[src/rtl/sprite_compositor.sv]
// sprite_compositor
// Eight-slot double-buffered sprite attribute table feeding a two-stage
// pixel pipeline: stage 1 picks the lowest-index sprite covering the
// current pixel and addresses the sprite sheet ROM; stage 2 applies the
// transparency key and registers the composited colour (latency 2).
// Also reports a once-per-frame bounding-box collision between slot 0
// (player) and any other slot.
//
// Optional build macro: SPRITE_FLIP_EN
//   defined   -> descriptor bit 26 mirrors the sprite horizontally
//   undefined -> bit 26 is ignored (reserved)
//
// Handshake: there is no valid/ready flow control. Descriptor writes are
// accepted unconditionally on any cycle with we=1; pixel inputs are
// consumed every cycle and pix_valid/pix_rgb follow exactly two cycles later.

module sprite_compositor #(
    parameter int          SPR_W       = 32,
    parameter int          SPR_H       = 32,
    parameter logic [11:0] TRANSPARENT = 12'hF0F,
    parameter logic [11:0] BG_RGB      = 12'h000
) (
    input  logic        clk,
    input  logic        reset,
    input  logic        we,
    input  logic [2:0]  addr,
    input  logic [31:0] dina,
    input  logic        vsync_start,
    input  logic [9:0]  h_cnt,
    input  logic [9:0]  v_cnt,
    input  logic        video_on,
    output logic [15:0] rom_addr,
    input  logic [11:0] rom_data,
    output logic        pix_valid,
    output logic [11:0] pix_rgb,
    output logic        collide
);

    localparam int DXW = $clog2(SPR_W);
    localparam int DYW = $clog2(SPR_H);

    // Descriptor tables: shadow is written by the controllers, active is
    // what the pixel pipeline reads, so geometry only changes per frame.
    logic [31:0] shadow [8];
    logic [31:0] active [8];

    // Stage-1 combinational results
    logic [7:0]     slot_hit;
    logic           win_hit;
    logic [2:0]     win_idx;
    logic [31:0]    win_desc;
    logic [9:0]     dx_raw;
    logic [9:0]     dy_raw;
    logic [DXW-1:0] dx_sel;
    logic [15:0]    next_rom_addr;
    logic           coll_now;

    // Pipeline and collision state
    logic hit_s1;
    logic von_s1;
    logic coll_acc;

    // Descriptor writes into shadow; vsync copies shadow to active, with a
    // same-cycle write forwarded straight into the active slot as well.
    always_ff @(posedge clk) begin
        if (reset) begin
            for (int i = 0; i < 8; i++) begin
                shadow[i] <= '0;
                active[i] <= '0;
            end
        end else begin
            if (vsync_start) begin
                for (int i = 0; i < 8; i++) begin
                    active[i] <= shadow[i];
                end
            end
            if (we) begin
                shadow[addr] <= dina;
                if (vsync_start) begin
                    active[addr] <= dina;
                end
            end
        end
    end

    // Bounding-box test per slot, with 11-bit sums so sprites near the
    // right/bottom edge clip instead of wrapping to column/row 0.
    always_comb begin
        slot_hit = '0;
        for (int i = 0; i < 8; i++) begin
            slot_hit[i] = active[i][31]
                && ({1'b0, h_cnt} >= {1'b0, active[i][25:16]})
                && ({1'b0, h_cnt} <  ({1'b0, active[i][25:16]} + 11'(SPR_W)))
                && ({1'b0, v_cnt} >= {1'b0, active[i][15:6]})
                && ({1'b0, v_cnt} <  ({1'b0, active[i][15:6]} + 11'(SPR_H)));
        end
    end

    // Lowest-index hitting slot has priority.
    always_comb begin
        win_hit = 1'b0;
        win_idx = '0;
        for (int i = 7; i >= 0; i--) begin
            if (slot_hit[i]) begin
                win_hit = 1'b1;
                win_idx = 3'(i);
            end
        end
    end

    // Texel coordinates inside the winning sprite and the ROM address.
    always_comb begin
        win_desc = active[win_idx];
        dx_raw   = h_cnt - win_desc[25:16];
        dy_raw   = v_cnt - win_desc[15:6];
`ifdef SPRITE_FLIP_EN
        dx_sel = win_desc[26] ? (DXW'(SPR_W - 1) - dx_raw[DXW-1:0]) : dx_raw[DXW-1:0];
`else
        dx_sel = dx_raw[DXW-1:0];
`endif
        next_rom_addr = 16'({win_desc[5:3], win_desc[2:0], dy_raw[DYW-1:0], dx_sel});
        coll_now      = video_on && slot_hit[0] && (|slot_hit[7:1]);
    end

    // Bits that do not take part in the datapath (reserved fields, high
    // bits of the offsets) are gathered here to keep lint quiet.
    logic unused_bits;
    assign unused_bits = ^{win_desc[30:26], dx_raw, dy_raw};

    // Stage 1: register ROM address (held when nothing hits), hit and video_on.
    always_ff @(posedge clk) begin
        if (reset) begin
            rom_addr <= '0;
            hit_s1   <= 1'b0;
            von_s1   <= 1'b0;
        end else begin
            if (win_hit) begin
                rom_addr <= next_rom_addr;
            end
            hit_s1 <= win_hit;
            von_s1 <= video_on;
        end
    end

    // Stage 2: key out transparent texels; transparency shows background,
    // never a lower-priority sprite.
    always_ff @(posedge clk) begin
        if (reset) begin
            pix_valid <= 1'b0;
            pix_rgb   <= BG_RGB;
        end else begin
            pix_valid <= von_s1;
            if (von_s1 && hit_s1 && (rom_data != TRANSPARENT)) begin
                pix_rgb <= rom_data;
            end else begin
                pix_rgb <= BG_RGB;
            end
        end
    end

    // Collision accumulator: collects overlaps during the frame and is
    // published on vsync (including an overlap seen on the vsync cycle).
    always_ff @(posedge clk) begin
        if (reset) begin
            coll_acc <= 1'b0;
            collide  <= 1'b0;
        end else if (vsync_start) begin
            collide  <= coll_acc | coll_now;
            coll_acc <= 1'b0;
        end else begin
            coll_acc <= coll_acc | coll_now;
        end
    end

endmodule
[config.mk]
export PLATFORM = sky130hd
export DESIGN_NAME = sprite_compositor
export DESIGN_NICKNAME = d
export VERILOG_FILES = /design/src/rtl/sprite_compositor.sv
export SDC_FILE = /design/constraint.sdc
export NUM_CORES = 1
export LEC_CHECK = 0
export BUFFER_PORTS_ARGS = -buffer_cell sky130_fd_sc_hd__buf_2
export CAP_MARGIN = 20
export CORE_ASPECT_RATIO = 0.9
export CORE_MARGIN = 4
export CORE_UTILIZATION = 51
export DETAILED_ROUTE_END_ITERATION = 10
export HOLD_SLACK_MARGIN = 0.15
export MAX_ROUTING_LAYER = met4
export PLACE_DENSITY = 0.66
export SETUP_SLACK_MARGIN = 0.15
export SLEW_MARGIN = 25
export SYNTH_ARGS = -nofsm -noshare
export SYNTH_HDL_FRONTEND = slang
export SYNTH_SLANG_ARGS = --single-unit
[constraint.sdc]
create_clock -name clk -period 5.01 [get_ports clk]
set_clock_uncertainty 0.2 [all_clocks]
set_input_delay 0.2505 -clock clk [delete_from_list [all_inputs] [get_ports clk]]
set_output_delay 0.2505 -clock clk [all_outputs]
set_load 0.03 [all_outputs]
# Yosys cells after proc, flatten, opt, wreduce, memory -nomap -nowiden
# Memory sizes are Yosys's and may differ from the RTL's.
# Cells that the tools add are included.
dict set report word_totals {
  ff_bits 33
  mem_bits_rw 512
  in_bits 72
  out_inout_bits 30
  wordCells 148
  n_memories 2
}
# memory depth word_bits rd rd_clocked_by_memory_dff wr line
set memory_table {}
lappend memory_table {active 8 32 9 0 9 45} ;# logic [31:0] active [8];
lappend memory_table {shadow 8 32 8 0 8 44} ;# logic [31:0] shadow [8];
dict set report op_classes {
  addsub 18
  magnitude_cmp 32
  n_eq_ne 1
  mux 38
  n_bitwise 10
  reduce_logical 40
}
# operator n
set ops {}
lappend ops {{32-bit 2-to-1 mux} 9}
lappend ops {{10-bit by 6-bit adder with 11-bit output (second input constant)} 16}
lappend ops {{10-bit by 11-bit less-than comparator with 1-bit output} 16}
lappend ops {{10-bit >= comparator} 16}
lappend ops {{1-bit logical AND} 36}
lappend ops {{32-bit OR reduction} 1}
lappend ops {{3-bit 2-to-1 mux} 9}
lappend ops {{1-bit 2-to-1 mux} 20}
lappend ops {{12-bit inequality test (second input constant)} 1}
lappend ops {{5-bit subtractor} 2}
lappend ops {{1-bit OR} 9}
lappend ops {{7-bit OR reduction} 1}
lappend ops {{2-bit OR reduction} 2}
lappend ops {{1-bit inverter} 1}

# Depth between registers and ports, before layout
# Gate-level depths: netlist of the first run.
# An unclocked memory read counts as a cell.
dict set report logic_depth {
  depth_word 15
  depth_mapped 27
  ltp_nobuf 25
}

# Worst setup path before layout of the first run
# OpenSTA, ideal clock, no wires.
dict set report synth_timing {
  path_type {register to register}
  from {mem active[3][21]}
  to {reg rom_addr[9]}
  setup_time_ps 73
  t_arrival_ps 5221
  required_ps 4737
  setup_slack_ps -484
  path_stages_with_launch 27
  path_buffers 3
  synth_period_minus_slack_ps 5494
  cell_sequence {edfxtp_1 -> ha_1 -> nand3_1 -> xnor2_1 -> ha_1 -> a211oi_2 -> nand2_1 -> nor4b_2 -> o221ai_2 -> or4_4 -> and2_4 -> buf_6 -> o211a_1 -> buf_2 -> buf_1 -> a211oi_1 -> a21oi_1 -> mux2_2 -> ha_1 -> fa_1 -> inv_1 -> a21o_1 -> a21oi_1 -> xnor2_1 -> or3_1 -> mux2_4 -> o211ai_2}
}
# element line
set synth_rtl {}
lappend synth_rtl {{start: declaration} 45}
lappend synth_rtl {{end signal: assignment} 138} ;# rom_addr <= next_rom_addr;
lappend synth_rtl {{end: declaration} 32} ;# output logic [15:0] rom_addr,

==> flow_summary.ini, run 1 <==
[synthesis]
yosys-top-cells-count = edfxtp_1 (432), ha_1 (264), and2_1 (237)
syn_avg_cell_area_sq_um = 11.36
synth_edf_count = 432
synth_top_area_cell = edfxtp_1
synthCells = 2373
synthDistinctLibCells = 87
ys_ff_latch = 465
ys.flop_type = edfxtp_1
syn_area_sq_um = 26970
yosysSeqAreaShare_pct = 50.56
yosysWarnings = 0
synth_fp_nets = 2711
synthTopCellsByArea = edfxtp_1 (48%), ha_1 (12%), and2_1 (5.5%)
yosysMostFrequentCell = edfxtp_1
synth_top_area_share_pct = 48.11
async_flop_share_pct = 0

[grt]
gr-total-overflow = 0
track_usage_pct = 30.08
antenna_found_initial = 1
first_global_vias = 20039
grt_max_degree = 69
grt_pass1_wl_microns = 124000

[floorplanning]
design.portCount = 102
rows = 79
die_h_microns = 226.1
start_util_pct = 51.87
die_w_microns = 250.4
dieArea_sq_um = 56620
core-area_sq_um = 51990

[detailed_routing]
vias_per_cell = 5.910
dr_total_vias = 20438
routedWlPerCell_microns = 24.34
ant_nets = 0
drt_pre_antenna_iters = 5
dr.first_iter.drc_count = 1947
wl_microns = 84180
drc = 0

[pwr]
ir_worst_vdd_v = 0.0003064
pwr_density_cell_nw_per_um2 = 326.9
total_leakage_power_nw = 13.82
total_power_mw = 10.68

[final_layout]
fillers = 4148
area_delta_synth_final_pct = 21.21
final_util_pct = 62.87
final_net_count = 3068
regArea_sq_um = 13630
drive_gt1_share_pct = 19.93
multi_input_area_sq_um = 12520

[placement]
hpwlAfterDp_microns = 59550
io_buffers = 96
globalplace.congestion = 0.9774

[status]
status = complete, but fails checks
violations = setup timing

[timing]
whs_ns = 0.1748
period_needed_ns = 5.385
hold_viol_final = 0
worstMarginPinSlew_ns = 0.9729
layout_setup_ws_ns = -0.3748
max_freq_mhz = 185.7
grt_setup_unrepaired = true
max_slew_margin_pct = 34.99
finalCritPeriodShare_pct = 107.5
final-max-slew-violation-count = 0
finalSetupViolCount = 4

[critical_path]
critPathRequiredTime_ns = 5.34
path_max_fanout = 5
worstPathArrival_ns = 5.71
cp-start-kind = flop
crit_type = flop to flop
end_kind = flop

[cts]
cts_sinks = 465
clock_latency_ns = 0.60
cts_root_buf = clkbuf_16
htree_levels = 2
clkTransAtPathRegs_ns = 0.07
cts.path.max_buffers = 3
cts-buffers-inserted = 49
tritoncts = done

[min_path]
hold_path_class = primary input to flop

[flow_run]
max_cap_violations = 0
==> flip-flops by register name, summed over array words and instances (netlist names) <==
signal	cells
active	216
coll_acc	1
collide	1
hit_s1	1
pix_rgb	12
pix_valid	1
rom_addr	16
shadow	216
von_s1	1
==> layout by cell type (no fill, tap or decap), types with 19 or more instances in the layout <==
master,n
nor2_1,76
o21a_1,19
edfxtp_1,432
inv_1,178
mux2i_1,34
buf_4,255
dlygate4sd3_1,58
nor2b_1,22
and2_1,236
a21o_1,23
o211ai_1,19
clkbuf_16,49
nand2b_1,20
ha_1,258
buf_2,96
a21oi_1,97
o21ai_0,48
nand2_1,154
nand3b_1,60
a211oi_1,28
dfxtp_1,33
nand3_1,48
a22o_1,168
xnor2_1,48
==> metrics by stage <==
step | TNS (ns) | instances | setup WS (ns) | area [sq um]
CTS | -0.7657 | 3452 | -0.3337 | 32500
finish | -0.9109 | 3458 | -0.3748 | 32690
floorplan | -0.4426 | 2373 | -0.2430 | 27070
detailed placement | -0.8375 | 3299 | -0.3567 | 30050
global route | -2.039 | 3458 | -0.6284 | 32690
global placement | -0.5237 | 3299 | -0.2636 | 30050
==> metal layers <==
layer  vias up  share of wire, %  track usage, %
met4         0               3.6           10.14
met3       155               8.7           5.977
met1      9999                46           43.80
met2       808                42           42.31
li1       9476                 -               -
met5         -                 0               -
==> worst max-delay path: stages, from the launching register on <==
cell and delay, ns:
edfxtp_1 0.36, ha_2 0.21, nand3_2 0.11, xnor2_2 0.19, ha_4 0.24, a211oi_2 0.19
nand2_1 0.12, nor4b_2 0.30, o221ai_2 0.17, or4_4 0.44, and2_4 0.18, buf_6 0.12
o21ai_4 0.08, nand2_8 0.09, buf_12 0.15, a211oi_2 0.19, a21oi_1 0.06, mux2_4 0.28
ha_4 0.17, fa_2 0.36, inv_1 0.07, a21o_1 0.13, a21oi_2 0.07, xnor2_2 0.13
nand3b_1 0.10, a211o_1 0.26, mux2_2 0.26, o211ai_1 0.09
==> area by class of cell <==
cell class,instances,share of cell area [%]
Timing Repair Buffer,427,10.11
Sequential cell,465,41.71
Inverter,179,2.056
Antenna cell,1,0.007656
Tap cell,688,2.634
Clock inverter,32,1.221
Multi-Input combinational cell,1608,38.32
Clock buffer,58,3.947
==> worst paths after layout <==
| check | from | to | slack (ns) | depth (start not counted) |
|---|---|---|---|---|
| setup reg to reg | active[3][22] | rom_addr[4] | -0.37 | 27 |
| hold reg to reg | rom_addr[7] | rom_addr[7] | 0.28 | 2 |
| hold / removal | h_cnt[4] | rom_addr[4] | 0.17 | 5 |
| setup / recovery | active[3][22] | rom_addr[4] | -0.37 | 27 |
==> cell families (layout without fill, tap and decap cells) <==
| group | after synthesis | in the layout | synth area share (%) |
|---|---|---|---|
| buffers and inverters | 300 | 696 | 4.334 |
| muxes | 44 | 44 | 1.694 |
| other | 0 | 1 | 0 |
| xor gates and xnor gates | 54 | 54 | 1.754 |
| and+or+nand+nor | 716 | 716 | 14.72 |
| DFF | 465 | 465 | 50.56 |
| AOI/OAI and AO/OA | 528 | 528 | 14.55 |
| adders and majority gates | 266 | 266 | 12.40 |
==> where the power goes <==
group,internal (mW),switching (mW)
combinational,0.934,1.21
clock,2.22,1.61
sequential,4.54,0.173
total,7.70,2.99
==> timing repair <==
| item | CTS | global route |
|---|---|---|
| hold buffers | 58 | 0 |
| endpoints found under the setup margin | 6 | 9 |
| endpoints found under the hold margin | 426 | 0 |
| cloned | 2 | 0 |
| pin swaps | 9 | 11 |
| buffers inserted | 3 | 6 |
| gates resized for setup | 19 | 27 |
No activity file was read; power rests on OpenSTA's default activity.
==> run 2, diff against run 1 <==
- ABC_AREA: unset -> 1
- CORE_MARGIN: 4 -> 5
==> run 2 against run 1 <==
Net effect:
- the flow now finishes without violations
- via count increased by 5.7%
- sequential cell count stayed put
- maximum frequency grew 19%
- critical path depth up 2
- synthesized cell count grew 22%
- clock power down 3%
- register-to-register slack improved by 0.86 ns
- critical path type unchanged
- critical endpoint unchanged
- highest routed layer unchanged
==> flow_summary.ini, run 2 <==
[pwr]
p_int_mw = 7.304
pwr_density_cell_nw_per_um2 = 338.0
power_frac_comb_pct = 18.2
seqPwrFrac_pct = 45.7
netSwitchingPower_mw = 2.986
ir_worst_vdd_v = 0.0002937
power_frac_clock_pct = 36.1
total_leakage_power_nw = 12.91
swShare_pct = 29.02

[floorplanning]
design.portCount = 102
rows = 79
core-area_sq_um = 51990
die_w_microns = 252.2
start_util_pct = 51.80
dieArea_sq_um = 57510
die_h_microns = 228

[critical_path]
critPathSlowestCell = edfxtp_1
end_kind = flop
cp_num_buf_inv = 4
critPathRequiredTime_ns = 5.32
cpMostUsedCell = nand2_1
slowest_delay_ns = 0.45
reg2reg_depth = 29
regToRegEndpoint = rom_addr[4]
cp-startpoint = active[5][21]
path_max_fanout = 32
rrSetupSlack_ns = 0.48
r2r-start = active[5][21]
endpoint = rom_addr[4]
cp-start-kind = flop
crit_type = flop to flop
cp.depth = 29
crit_family = simple AND/OR/NAND/NOR gates
worstPathArrival_ns = 4.83

[synthesis]
synth_top_area_cell = edfxtp_1
synth_fp_nets = 3224
yosys-top-cells-count = edfxtp_1 (432), nor2_1 (365), nand2_1 (352)
ys.flop_type = edfxtp_1
ys_ff_latch = 465
synthCells = 2886
yosysSeqAreaShare_pct = 50.62
synth_top_area_share_pct = 48.17
synthTopCellsByArea = edfxtp_1 (48%), ha_1 (12%), nand3_1 (6.1%)
async_flop_share_pct = 0
synthDistinctLibCells = 47
yosysWarnings = 0
yosysMostFrequentCell = edfxtp_1
syn_avg_cell_area_sq_um = 9.332
synth_edf_count = 432
syn_area_sq_um = 26930

[timing]
finalCritPeriodShare_pct = 90.34
max_freq_mhz = 220.9
hold_viol_final = 0
period_needed_ns = 4.526
grt_setup_unrepaired = false
finalSetupTns_ns = 0
worstMarginPinSlew_ns = 1.023
max_slew_margin_pct = 31.66
final-max-slew-violation-count = 0
finalSetupViolCount = 0

[final_layout]
layout_commonest_cell = edfxtp_1
regArea_sq_um = 13630
reg_top3 = active (216), shadow (216), rom_addr (16)
multi_input_area_sq_um = 11590
area_delta_synth_final_pct = 13.05
drive_gt1_share_pct = 9.308
fillers = 4469
final_util_pct = 58.56
mostFrequentLayoutCells = edfxtp_1 (432), nor2_1 (361), nand2_1 (347), nand3_1 (330), inv_1 (311)
final_net_count = 3349

[detailed_routing]
wl_microns = 78100
met1_length_microns = 33890
wl_met3_microns = 7132
dr_wl_met2_microns = 34600
dr.first_iter.drc_count = 2246
routedWlPerCell_microns = 20.88
dr_total_vias = 21594
top_layer = met4
drt_pre_antenna_iters = 6
vias_per_cell = 5.774
ant_nets = 0
drc = 0

[cts]
tritoncts = done
cts_sinks = 465
htree_levels = 2
cts.path.max_buffers = 3
clock_latency_ns = 0.61
clkTransAtPathRegs_ns = 0.06
cts_root_buf = clkbuf_16
cts-buffers-inserted = 50

[flow_run]
max_cap_violations = 0

[placement]
hpwlAfterDp_microns = 50970
globalplace.congestion = 0.9629
io_buffers = 96

[grt]
track_usage_pct = 27.26
first_global_vias = 20501
gr-total-overflow = 0
antenna_found_initial = 2
grt_pass1_wl_microns = 118800
grt_max_degree = 94

[min_path]
hold_path_class = primary input to flop

[status]
status = complete, no violations
==> run 2: cell count changes after synthesis, sizes merged, moves of 30 or more <==
cell | previous run | this run
nand3 | 50 | 336
nor2 | 84 | 368
o21ai | 54 | 293
and2 | 238 | 0
nand2 | 155 | 356
a22o | 168 | 2
inv | 179 | 324
nand3b | 60 | 6
a211oi | 41 | 7
a21oi | 105 | 139
mux2i | 34 | 0
xnor2 | 50 | 20
==> run 2: stage by stage <==
stage	total power [mW]	instance area, sq um	hold WS (ns)	cells	worst slack [ns]
floorplan	5.949	26930	0.1229	2886	0.8692
global placement	6.508	28130	0.2755	3583	0.3454
detailed placement	6.578	28140	0.2671	3583	0.3081
CTS	10.29	30320	0.1561	3729	0.2841
global route	10.73	30450	0.1873	3740	0.1405
finish	10.29	30450	0.1653	3740	0.4838
==> run 2: layout make-up <==
type                            count  area share, %
Sequential cell                   465          44.78
Antenna cell                        1       0.008219
Tap cell                          688          2.827
Clock inverter                     30          1.040
Clock buffer                       62          4.356
Multi-Input combinational cell   1962          38.06
Inverter                          324          4.019
Timing Repair Buffer              208          4.907
==> run 2: what timing repair did <==
action	CTS	global route
setup buffers	0	10
hold endpoints to repair	267	0
endpoints found under the setup margin	0	4
hold buffers	54	0
gates resized for setup	0	15
==> run 2: worst min path at each step <==
stage              from             to  slack [ns]  cells past startpoint
2_1_floorplan     reset         von_s1        0.12                      1
6_report       dina[25]  shadow[3][25]        0.17                      3
5_1_grt        h_cnt[1]    rom_addr[1]        0.19                      4
3_3_place_gp    collide        collide        0.28                      2
3_5_place_dp    collide        collide        0.27                      2
4_1_cts        dina[14]  shadow[3][14]        0.16                      3
==> run 2: layer usage <==
layer	GRT usage, %	vias up
met3	5.712	160
met1	37.71	10253
met4	8.243	0
met2	40.86	928
met5	-	-
li1	-	10253
==> run 2: tightest hold or removal path, stage by stage <==
cell and delay, ns:
buf_2 0.07, inv_1 0.33, nor2_1 0.20
==> run 2: cell families (layout without fill, tap and decap cells) <==
logic type / after synthesis / in the layout / share of synthesized area (%)
DFF: 465 / 465 / 50.62
and+or+nand+nor: 1133 / 1133 / 18.28
other: 0 / 1 / 0
xor gates and xnor gates: 52 / 52 / 1.691
adders and majority gates: 266 / 266 / 12.41
AOI/OAI and AO/OA: 511 / 511 / 10.37
buffers and inverters: 459 / 624 / 6.630
==> run 2: power by group through the flow <==
stage	combinational [mW]	sequential [mW]	clock (mW)
6_report	1.87	4.71	3.71
5_1_grt	2.09	4.73	3.91
4_1_cts	1.83	4.70	3.76
3_5_place_dp	1.79	4.78	0
3_3_place_gp	1.74	4.77	0
2_1_floorplan	1.17	4.78	0
